===== src/rtl/shift_stage.sv =====
// Purpose : one-operand barrel shifter (4 ops) feeding a 2-entry output FIFO, with a saturating pop counter.
// Latency : 1 cycle from accept to out_valid when the buffer is empty; one result per cycle sustained.
// Backpressure: in_ready comes from registered occupancy only (low when FULL, during flush and in reset);
//               out_ready never reaches in_ready combinationally, and the head stays stable while out_ready is low.
// Ports:
//   clk, rst_n (async active-low), flush (sync clear of buffered results)
//   in_valid/in_ready/in_data/in_amt/in_op : operand handshake; op 00/10 <<, 01 >>, 11 >>>
//   out_valid/out_ready/out_data           : result handshake from the buffer head
//   ops_done                               : results popped downstream, saturates at 16'hFFFF
module shift_stage #(
  parameter int WIDTH = 9,
  parameter int DEPTH = 2   // only 2 is supported: pointers are one bit wide
) (
  input  logic             clk,
  input  logic             rst_n,
  input  logic             flush,
  input  logic             in_valid,
  output logic             in_ready,
  input  logic [WIDTH-1:0] in_data,
  input  logic [3:0]       in_amt,
  input  logic [1:0]       in_op,
  output logic             out_valid,
  input  logic             out_ready,
  output logic [WIDTH-1:0] out_data,
  output logic [15:0]      ops_done
);

  // Buffer occupancy doubles as the state: EMPTY / ONE / FULL.
  localparam logic [1:0] EMPTY = 2'd0;
  localparam logic [1:0] ONE   = 2'd1;
  localparam logic [1:0] FULL  = 2'd2;

  logic [1:0]       count;
  logic             wr_ptr;
  logic             rd_ptr;
  logic             run_en;   // set at the first edge after reset release
  logic [WIDTH-1:0] mem [DEPTH];
  logic [WIDTH-1:0] shift_res;
  logic             push;
  logic             pop;
  logic             amt_big;

  assign in_ready  = run_en && (count != FULL) && !flush;
  assign out_valid = (count != EMPTY);
  assign out_data  = mem[rd_ptr];

  assign push = in_valid && in_ready;
  assign pop  = out_valid && out_ready;

  // Shifts of WIDTH or more are handled explicitly so the result does not
  // depend on how wide the amount field happens to be relative to WIDTH.
  assign amt_big = (int'(in_amt) >= WIDTH);

  always_comb begin
    shift_res = in_data;
    case (in_op)
      2'b00, 2'b10: shift_res = amt_big ? '0 : (in_data << in_amt);
      2'b01:        shift_res = amt_big ? '0 : (in_data >> in_amt);
      2'b11:        shift_res = amt_big ? {WIDTH{in_data[WIDTH-1]}}
                                        : $unsigned($signed(in_data) >>> in_amt);
      default:      shift_res = in_data;
    endcase
  end

  always_ff @(posedge clk or negedge rst_n) begin
    if (!rst_n) begin
      count    <= EMPTY;
      wr_ptr   <= 1'b0;
      rd_ptr   <= 1'b0;
      run_en   <= 1'b0;
      ops_done <= 16'd0;
      for (int i = 0; i < DEPTH; i++) begin
        mem[i] <= '0;
      end
    end else begin
      run_en <= 1'b1;

      // A pop on a flush edge still counts as delivered.
      if (pop && (ops_done != 16'hFFFF)) begin
        ops_done <= ops_done + 16'd1;
      end

      if (flush) begin
        // in_ready is low during flush, so no push can coincide with it.
        count  <= EMPTY;
        wr_ptr <= 1'b0;
        rd_ptr <= 1'b0;
      end else begin
        if (push) begin
          mem[wr_ptr] <= shift_res;
          wr_ptr      <= wr_ptr + 1'b1;
        end
        if (pop) begin
          rd_ptr <= rd_ptr + 1'b1;
        end
        case ({push, pop})
          2'b10: begin
            case (count)
              EMPTY:   count <= ONE;
              default: count <= FULL;
            endcase
          end
          2'b01: begin
            case (count)
              FULL:    count <= ONE;
              default: count <= EMPTY;
            endcase
          end
          default: count <= count;
        endcase
      end
    end
  end

endmodule


===== config.mk =====
export PLATFORM = sky130hd
export DESIGN_NAME = shift_stage
export DESIGN_NICKNAME = d
export VERILOG_FILES = /design/src/rtl/shift_stage.sv
export SDC_FILE = /design/constraint.sdc
export NUM_CORES = 1
export LEC_CHECK = 0
export CORE_MARGIN = 2
export CORE_UTILIZATION = 60
export DETAILED_ROUTE_END_ITERATION = 10
export DONT_BUFFER_PORTS = 1
export GPL_TIMING_DRIVEN = 0
export MAX_ROUTING_LAYER = met4
export PLACE_DENSITY = 0.76
export SETUP_SLACK_MARGIN = 0.5
export SLEW_MARGIN = 40
export SYNTH_ARGS = -nofsm -noshare
export SYNTH_HDL_FRONTEND = slang
export SYNTH_SLANG_ARGS = --single-unit
export TNS_END_PERCENT = 50

===== constraint.sdc =====
create_clock -name clk -period 2.3 [get_ports clk]
set_clock_uncertainty 0.1 [all_clocks]
set_input_delay 0.46 -clock clk [delete_from_list [all_inputs] [get_ports clk]]
set_output_delay 0.46 -clock clk [all_outputs]
set_load 0.02 [all_outputs]

Word-level counts from Yosys, hierarchy flattened

Index checks and enable logic that the tools add are counted.
W data, S select, Z words.

Memory bits (writable): 0
Memories: 0
Output and inout port bits: 27
Register bits after elaboration: 39
ROM bits: 0
Bits in latches: 0
Bits of input ports: 20
Word-level logic and storage cells: 61

Divide/modulo/power cells: 0
Order comparisons: 4
Bitwise operators: 3
Add/subtract/negate cells: 3
Multiply operators: 0
Reduce and logical (&&, ||, !) cells: 15
Eq/ne operators: 8
Muxes and demuxes: 18
Shift-type cells: 3

Operators by type and width:

| operator                | number |
|---|---|
| $mux W9                 | 7 |
| $pmux W9 S3             | 1 |
| $bwmux W18              | 1 |
| $add A16 B1 Y16 const B | 1 |
| $ne A16 B16 Y1 const B  | 1 |
| $demux W9 S1            | 1 |
| $shl A9 B4 Y9           | 1 |
| $shr A9 B4 Y9           | 1 |
| $sshr A9 B4 Y9          | 1 |
| $eq A2 B2 Y1 const B    | 4 |
| $logic_and A1 B1 Y1     | 6 |
| $reduce_bool A2 Y1      | 3 |
| $mux W1                 | 5 |
| $eq A2 B1 Y1 const B    | 2 |
| $ge A2 B2 Y1 const B    | 2 |
| $ge A4 B4 Y1 const B    | 1 |
| $logic_not A2 Y1        | 2 |
| $mux W2                 | 2 |
| $not A1 Y2              | 2 |
| $pmux W2 S2             | 1 |
| $reduce_bool A3 Y1      | 1 |
| $add A1 B1 Y1 const B   | 2 |
| $lt A2 B1 Y1 const B    | 1 |
| $ne A2 B2 Y1 const B    | 1 |
| 4 further kinds         | 4 |

Depth between registers and ports, before layout

Gate-level depths: netlist (run 1).

Depth in word-level cells: 7
Depth in mapped cells: 7
Gate-level depth less buffers: 5

Worst setup path after synthesis (run 1)

Ideal clock, no wire load.

Path kind: in2reg
From: input port in_amt[0]
To: register mem[16] (netlist bit)
Data required time: 2.075 ns
Setup slack: 0.369 ns
Library setup time: 0.125 ns
Path buffers: 0
Cell stages on the path: 4
Arrival time: 1.706 ns
Cells stage by stage: mux4_1 mux2_2 a22o_1 mux2_4

Longest elaborated chain between the ends: 4
Elaborated cells on any way between the ends: 9
Classes of those cells: order compare (1); shift (3); mux (5)

RTL lines:

| what                                         | RTL line   | source |
|---|---|---|
| from (decl)                                  | 20         | `input logic [3:0] in_amt,` |
| $sshr A9 B4 Y9, or another cell as far along | 60         | `: $unsigned($signed(in_data) >>> in_amt);` |
| $mux W9 (on tied branches)                   | 59, 57, 58 |  |
| $pmux W9 S3 *                                | 56         | `case (in_op)` |
| $bwmux W18 *                                 | 90         | `mem[wr_ptr] <= shift_res;` |
| to (signal, indexed assignment)              | 90         |  |
| to (decl)                                    | 37         | `logic [WIDTH-1:0] mem [DEPTH];` |

Every way passes the cells marked *; elsewhere a longest branch is shown, timed or not.
A chain may end at the register's enable or synchronous reset.

Worst setup path in the final report (run 1)

From: register ops_done[0]
To: register ops_done[9]

Longest elaborated chain between the ends: 2
Elaborated cells on any way between the ends: 3
Classes of those cells: add/sub (1); eq/ne (1); reduce/logical (1)

RTL lines:

| what                                                    | RTL line | source |
|---|---|---|
| from (decl)                                             | 25       | `output logic [15:0] ops_done` |
| from (signal assigned)                                  | 80       | `ops_done <= ops_done + 16'd1;` |
| branches (longest 2 deep; another with $add A16 B1 Y16) | --       |  |

Parallel ways; which one is timed is not known.

==> results of run 1 <==
sequential cells by signal, indices dropped and copies added (netlist names):
name,cells
run_en,1
mem,18
ops_done,16
count,2
wr_ptr,1
rd_ptr,1
worst max-delay path, cell delays in order, from the launching register on:
cell	delay, ns
dfrtp_2	0.48
ha_4	0.18
nand2_1	0.12
or4_4	0.60
nand4_1	0.14
xnor2_1	0.12
stage by stage:
| step | hold WS [ns] | cells | power, mW |
|---|---|---|---|
| after global routing | 0.111 | 336 | 2.02 |
| after CTS | 0.117 | 336 | 1.92 |
| final | 0.117 | 336 | 1.93 |
| after floorplan | 0.0644 | 272 | 1.33 |
| after global placement | 0.0652 | 324 | 1.41 |
| after detailed placement | 0.0653 | 324 | 1.42 |
repair_timing:
action,CTS,global route
gates resized for setup,25,25
hold endpoints to repair,39,0
hold buffers,2,0
pin swaps,3,9
endpoints found under the setup margin,37,34
setup buffers,3,0
cell families after synthesis:
kind of cell	share of synthesized area [%]
AO/OA/AOI/OAI	14.1
AND/OR/NAND/NOR	19.4
multiplexers	20.6
other	0.141
adder cells (fa/ha/maj)	0.470
XOR/XNOR	4.61
flip-flops	36.7
buffers and inverters	4.00
final cells by class:
type	instances	area (µm²)	area share [%]
Sequential cell	39	992	32.9
Timing Repair Buffer	5	52.6	1.74
Clock inverter	2	13.8	0.456
Multi-Input combinational cell	210	1680	55.7
Buffer	17	123	4.06
Tap cell	52	65.1	2.16
Inverter	6	22.5	0.747
Clock buffer	5	68.8	2.28
report_power, final:
group	switching [mW]	leakage (nW)	internal, mW
sequential	0.162	0.485	0.812
clock	0.241	0.0440	0.207
combinational	0.267	0.717	0.239
total	0.670	1.25	1.26
how the worst max path moves through the flow:
stage | startpoint | end | depth (start not counted) | slack, ns
3_5_place_dp | in_op[0] | mem[16]$_DFFE_PN0P_ | 5 | 0.16
2_1_floorplan | in_amt[1] | mem[16]$_DFFE_PN0P_ | 4 | 0.42
6_report | ops_done[0]$_DFFE_PN0P_ | ops_done[9]$_DFFE_PN0P_ | 5 | 0.48
3_3_place_gp | in_op[0] | mem[7]$_DFFE_PN0P_ | 5 | 0.16
5_1_grt | ops_done[0]$_DFFE_PN0P_ | ops_done[9]$_DFFE_PN0P_ | 5 | 0.42
4_1_cts | in_op[0] | mem[16]$_DFFE_PN0P_ | 5 | 0.45
cells in the final DEF, fill, tap and decap left out, types with 7 or more instances in the layout:
| cell type | instances |
|---|---|
| dfrtp_1 | 26 |
| nor2_1 | 24 |
| nand2_1 | 19 |
| mux2i_1 | 14 |
| mux2_2 | 13 |
| dfrtp_2 | 13 |
| nand3_1 | 10 |
| xnor2_1 | 9 |
| a21oi_1 | 8 |
| a31oi_1 | 8 |
| nand2b_1 | 7 |
| nand4_1 | 7 |
metal layers:
layer,share of wire (%),vias up
met5,0,-
li1,-,1045
met3,8.1,15
met4,2.1,0
met2,45,108
met1,45,1081
==> metrics.cfg, run 1 <==
[floorplanning]
start_util_pct=61.5
die_h_um=70.6
die-area_um2=4980
ios=47
core_um2=4320
dieWidth_um=70.6
fp-row-count=24

[sta]
fmax_mhz=550
finalMaxSlewViolations=0
fin_ws_ns=0.481
grt_setup_unrepaired=true
hold_viol=0
period_needed_ns=1.82
fin_setup_tns_ns=0
slew-limit-headroom_pct=55.7
period_share_pct=79.1
setup_violations=0
worst_pin_slew_ns=0.660

[synthesis]
yosysTopAreaCell=dfrtp_1
yosys-top-cells-count=dfrtp_1, nor2_1, nand2_1
ys.warnings.count=0
synth-async-reset-ratio_pct=100
synth.avg_cell_area_um2=9.78
ys_top_cells_by_area=dfrtp_1, mux2_2, mux2i_1
synth_edf_count=0
yosysUniqueCellTypes=58
ys_seq_elements=39
ys.flop_type=dfrtp_1
postSynthCellCount=272
synthesis.area_um2=2660
ys_seq_area_share_pct=36.7
synth.most_common_cell=dfrtp_1
yosysTopAreaCellShare_pct=36.7
syn_nets=293

[placement]
gp_congestion=0.934
dp_hpwl_um=4460
place_ws_ns=0.160
port-buffer-count=0
dpl_cell_area_um2=2750

[final_layout]
stdcell_area_um2=3020
drive_gt1_share_pct=26.8
area_growth_pct=13.4
n_antenna_cell=0
nFillCells=338
fin_nets=305
finalCoreUtilization_pct=69.8

[critical_path]
worstReg2RegStart=ops_done[0]$_DFFE_PN0P_
crit_type=reg -> reg
regToRegEndpoint=ops_done[9]$_DFFE_PN0P_
r2r_cells=5
worstPathMaxFanout=5
startpoint_type=flip-flop
crit_arrival_ns=1.94
r2r_slack_ns=0.48
end_kind=flip-flop
worstPathRequired_ns=2.42

[route]
vias=2249
dr.pass1.iters=5
wl_per_cell_um=19.3
ant_nets=0
post-route-drc-count=0
vias_per_cell=6.69
wl_um=6480
drt_iter0_drc=123

[clock_network]
cts_sinks=39
cts_buffers=5
clkLatencyLatePin_ns=0.30
cts_tree=done
cts_root_buf=clkbuf_8
clk_path_buf_depth=2
clkTransAtPathRegs_ns=0.08
htreeDepth=2

[global_routing]
grt_max_degree=40
use_met2_pct=37.3
grt_use_met1_pct=39.7
antenna_found_initial=0
grt_pass1_vias=2062
grt_pass1_wl_um=10300
grt_usage_pct=27.1
grt_busiest_layer=met1
grt.overflow.total=0
use_met3_pct=5.84

[power_and_ir_drop]
p_leak_nw=1.25
ir_worst_vdd_mv=0.476
powerDensity_nw_per_um2=639

[hold_path]
min_to=count[1]$_DFFE_PN0P_
min_path_type=in -> reg
hp-start=flush
min_path_cells=1

[status]
status=finished clean

[flow_run]
maxCapViolations=0

(Power assumes the default switching activity.)
==> run 2, diff against run 1 <==
==> constraint.sdc (replaced) <==
create_clock -name clk -period 1.81 [get_ports clk]
set_clock_uncertainty 0.1 [all_clocks]
set_input_delay 0.362 -clock clk [delete_from_list [all_inputs] [get_ports clk]]
set_output_delay 0.362 -clock clk [all_outputs]
set_load 0.02 [all_outputs]
==> metrics.cfg, run 2 (synthesized netlist as in run 1, its figures left out) <==
[sta]
grt_setup_unrepaired=true
finalMaxSlewViolations=0
whs_ns=-0.347
fmax_mhz=563
fin_setup_tns_ns=0
setup_violations=0
period_share_pct=98.1
hold_viol=39
period_needed_ns=1.78

[power_and_ir_drop]
pwr-share-clk_pct=28.2
p_sw_mw=0.879
ir_worst_vdd_mv=0.769
intPower_mw=1.86
switching_share_pct=32.1
powerDensity_nw_per_um2=836
power_frac_seq_pct=45.8
power_frac_comb_pct=26.0
p_leak_nw=1.37

[status]
failed_checks=negative hold slack
status=finished with violations

[floorplanning]
die_h_um=70.6
dieWidth_um=70.6
fp-row-count=24
die-area_um2=4980
core_um2=4320
start_util_pct=61.5
ios=47

[placement]
dp_hpwl_um=4630
port-buffer-count=0
gp_congestion=0.972

[critical_path]
end_kind=flip-flop
crit_arrival_ns=1.89
startpoint_type=flip-flop
r2r_cells=5
r2r_slack_ns=0.03
regToRegEndpoint=ops_done[9]$_DFFE_PN0P_
worstReg2RegStart=ops_done[7]$_DFFE_PN0P_
worstPathMaxFanout=7
worstPathRequired_ns=1.92
crit_type=reg -> reg

[global_routing]
grt_pass1_wl_um=10200
grt_max_degree=40
grt.overflow.total=0
antenna_found_initial=0
grt_usage_pct=26.7
grt_pass1_vias=2062

[route]
vias=2260
ant_nets=0
drt_iter0_drc=181
vias_per_cell=6.61
wl_per_cell_um=19.0
post-route-drc-count=0
dr.pass1.iters=4
wl_um=6480

[final_layout]
largest_register_ffs=18
fin_nets=310
area_growth_pct=23.0
drive_gt1_share_pct=36.6
layout_commonest_cell=dfrtp_1
most-common-layout-cells=dfrtp_1, nor2_1, nand2_1
largest-register=mem
reg_top3=mem: 18 flops, ops_done: 16 flops, count: 2 flops
n_antenna_cell=0

[clock_network]
htreeDepth=2
clkLatencyLatePin_ns=0.29
cts_tree=done
cts_root_buf=clkbuf_8
clkTransAtPathRegs_ns=0.08
clk_path_buf_depth=2
cts_sinks=39
cts_buffers=5

[flow_run]
maxCapViolations=0

[hold_path]
min_path_type=in -> async

-- run 2: cell types whose count changed in the layout (fill, tap and decap cells not counted), sizes merged --
cell         before  now
buf               9   16
bufinv            0    1
clkinv            2    0
dlygate4sd3       1    0
inv               6    7
-- run 2: area by class of cell --
class                   instances  area, µm²
multi-input cells             210       1820
fillers                       300       1050
flip-flops and latches         39        996
plain buffers                  17        161
repair buffers                 10       86.3
clock buffers                   6       82.6
well taps                      52       65.1
clock inverters                 2       38.8
inverters                       6       22.5
-- run 2: power groups by stage --
stage                     sequential, mW  combinational, mW  clock [mW]
final                               1.25              0.713       0.771
after global routing                1.28              0.773       0.810
after CTS                           1.24              0.681       0.780
after detailed placement            1.26              0.620           0
after global placement              1.25              0.614           0
after floorplan                     1.22              0.537           0
-- run 2: what timing repair did --
item                                    4_1_cts  5_1_grt
buffers inserted                              8        2
pin swaps                                    11       13
endpoints found under the setup margin       48       49
gates resized for setup                      25       32
hold endpoints to repair                     39       39
-- run 2: how the worst max path moves through the flow --
stage	endpoint	from	slack (ns)
after global routing	ops_done[9]$_DFFE_PN0P_	ops_done[7]$_DFFE_PN0P_	-0.03
after detailed placement	mem[9]$_DFFE_PN0P_	in_amt[1]	-0.1
final	ops_done[9]$_DFFE_PN0P_	ops_done[7]$_DFFE_PN0P_	0.03
after floorplan	mem[16]$_DFFE_PN0P_	in_amt[1]	0.03
after CTS	ops_done[1]$_DFFE_PN0P_	ops_done[1]$_DFFE_PN0P_	0.04
after global placement	mem[9]$_DFFE_PN0P_	in_amt[1]	-0.12
-- run 2: per-stage QoR --
step	power (mW)	area, µm²	instances	util (%)	setup slack (ns)
6_report	2.74	3270	342	75.7	0.0349
5_1_grt	2.86	3270	342	75.7	-0.0303
4_1_cts	2.71	3140	340	72.7	0.0390
3_5_place_dp	1.88	2870	324	66.4	-0.0954
3_3_place_gp	1.86	2870	324	66.4	-0.119
2_1_floorplan	1.76	2810	272	-	0.0270
-- run 2: metal layers --
layer | wire [µm] | GRT usage [%]
met1 | 3190 | 41.5
met3 | 393 | 5.27
met2 | 2830 | 36.5
met5 | 0 | -
met4 | 70 | 5.66
-- run 2: critical path, stage by stage (launching register included) --
cell     delay (ns)
dfrtp_2        0.50
nand4_1        0.19
buf_4          0.20
or4_4          0.47
nand4_1        0.12
xnor2_1        0.11
==> run 3, diff against run 2 <==
--- a/config.mk
+++ b/config.mk
@@ -13,7 +13,8 @@
 export MAX_ROUTING_LAYER = met4
 export PLACE_DENSITY = 0.76
 export SETUP_SLACK_MARGIN = 0.5
-export SLEW_MARGIN = 40
+export SKIP_LAST_GASP = 1
+export SLEW_MARGIN = 5
 export SYNTH_ARGS = -nofsm -noshare
 export SYNTH_HDL_FRONTEND = slang
 export SYNTH_SLANG_ARGS = --single-unit
==> metrics.cfg, run 3 (synthesized netlist as in run 1, its figures left out) <==
[sta]
setup_violations=0
fin_ws_ns=0.0219
grt_setup_unrepaired=true
whs_ns=-0.346
fmax_mhz=559
finalMaxSlewViolations=0
period_needed_ns=1.79
worst_pin_slew_ns=0.655
period_share_pct=98.8
slew-limit-headroom_pct=56.1
hold_viol=39

[route]
routedLengthMet1_um=3120
wl_met2_um=2780
wl_per_cell_um=18.7
vias_per_cell=6.57
wl_um=6400
vias=2246
dr.pass1.iters=4
topRoutingLayerUsed=met4
met3_length_um=425
drt_iter0_drc=232
post-route-drc-count=0
ant_nets=0

[critical_path]
r2r_slack_ns=0.02
worstPathRequired_ns=1.93
regToRegEndpoint=ops_done[9]$_DFFE_PN0P_
crit_type=reg -> reg
worstPathMaxFanout=7
cp_slowest_stage_delay_ns=0.50
worstReg2RegStart=ops_done[7]$_DFFE_PN0P_
slowest_stage=dfrtp_2
cp_common_cell=nand4_1
end_kind=flip-flop
r2r_cells=5
path_cells=nand4_1 -> buf_4 -> or4_4 -> nand4_1 -> xnor2_1
startpoint_type=flip-flop
crit_arrival_ns=1.91

[placement]
dpl_cell_area_um2=2870
place_ws_ns=-0.0954
dp_hpwl_um=4630
port-buffer-count=0
gp_congestion=0.972

[floorplanning]
fp-row-count=24
start_util_pct=61.5
die-area_um2=4980
core_um2=4320
dieWidth_um=70.6
ios=47
die_h_um=70.6

[final_layout]
nFillCells=308
largest-register=mem
reg_top3=mem: 18 flops, ops_done: 16 flops, count: 2 flops
ff_latch_area_um2=995
area_growth_pct=21.4
largest_register_ffs=18
most-common-layout-cells=dfrtp_1, nor2_1, nand2_1
fin_nets=310
drive_gt1_share_pct=35.2
layout_commonest_cell=dfrtp_1
multi_input_area_um2=1780
stdcell_area_um2=3230
n_antenna_cell=0

[global_routing]
grt.overflow.total=0
grt_usage_pct=26.7
grt_pass1_wl_um=10200
antenna_found_initial=0
grt_max_degree=40
grt_pass1_vias=2062

[clock_network]
clk_path_buf_depth=2
cts_sinks=39
cts_root_buf=clkbuf_8
clkLatencyLatePin_ns=0.29
cts_buffers=5
clkTransAtPathRegs_ns=0.08
cts_tree=done
htreeDepth=2

[status]
status=finished with violations
failed_checks=negative hold slack

[hold_path]
min_path_type=in -> async

[power_and_ir_drop]
powerDensity_nw_per_um2=846
p_leak_nw=1.35
ir_worst_vdd_mv=0.771

[flow_run]
maxCapViolations=0

run 3: cell counts in the layout (fill, tap and decap cells not counted):
Identical to the previous run, type by type.
run 3: timing repair:
item	CTS	global route
endpoints found under the setup margin	48	49
gates resized for setup	25	23
hold endpoints to repair	39	39
buffers inserted	8	2
pin swaps	11	11
run 3: through the flow:
step                power, mW  TNS, ns  utilization, %  cells
floorplan                1.76        0               -    272
global placement         1.86   -0.916            66.4    324
detailed placement       1.88   -0.803            66.4    324
CTS                      2.71        0            72.7    340
global route             2.86  -0.0687            74.7    342
finish                   2.73        0            74.7    342
run 3: routing by layer:
layer  up-vias  global-route usage, %
met5         -                      -
met3         8                   5.27
met2        84                   36.5
li1       1055                      -
met1      1099                   41.5
met4         0                   5.66
run 3: worst max path at each step:
stage,from,end,slack [ns],depth (start not counted)
5_1_grt,ops_done[7]$_DFFE_PN0P_,ops_done[9]$_DFFE_PN0P_,-0.03,5
3_5_place_dp,in_amt[1],mem[9]$_DFFE_PN0P_,-0.1,5
4_1_cts,ops_done[1]$_DFFE_PN0P_,ops_done[1]$_DFFE_PN0P_,0.04,5
6_report,ops_done[7]$_DFFE_PN0P_,ops_done[9]$_DFFE_PN0P_,0.02,5
3_3_place_gp,in_amt[1],mem[9]$_DFFE_PN0P_,-0.12,5
2_1_floorplan,in_amt[1],mem[16]$_DFFE_PN0P_,0.03,4
run 3: worst max-delay path, delay by kind of cell (launching register included):
family	cells	cell delay, ns
simple gates	3	0.80
flops	1	0.50
buf+inv	1	0.21
xor+xnor	1	0.12
run 3: layout make-up:
type                            instances  share of cell area [%]
Clock buffer                            6                    2.56
Inverter                                6                   0.697
Clock inverter                          2                    1.20
Buffer                                 17                    4.99
Multi-Input combinational cell        210                    55.2
Timing Repair Buffer                   10                    2.56
Sequential cell                        39                    30.8
Tap cell                               52                    2.01
run 3: where the power goes:
| part | total [mW] | internal [mW] | switching, mW |
|---|---|---|---|
| logic | 0.706 | 0.367 | 0.339 |
| registers | 1.25 | 1.03 | 0.219 |
| clock network | 0.774 | 0.454 | 0.320 |
| total | 2.73 | 1.86 | 0.879 |
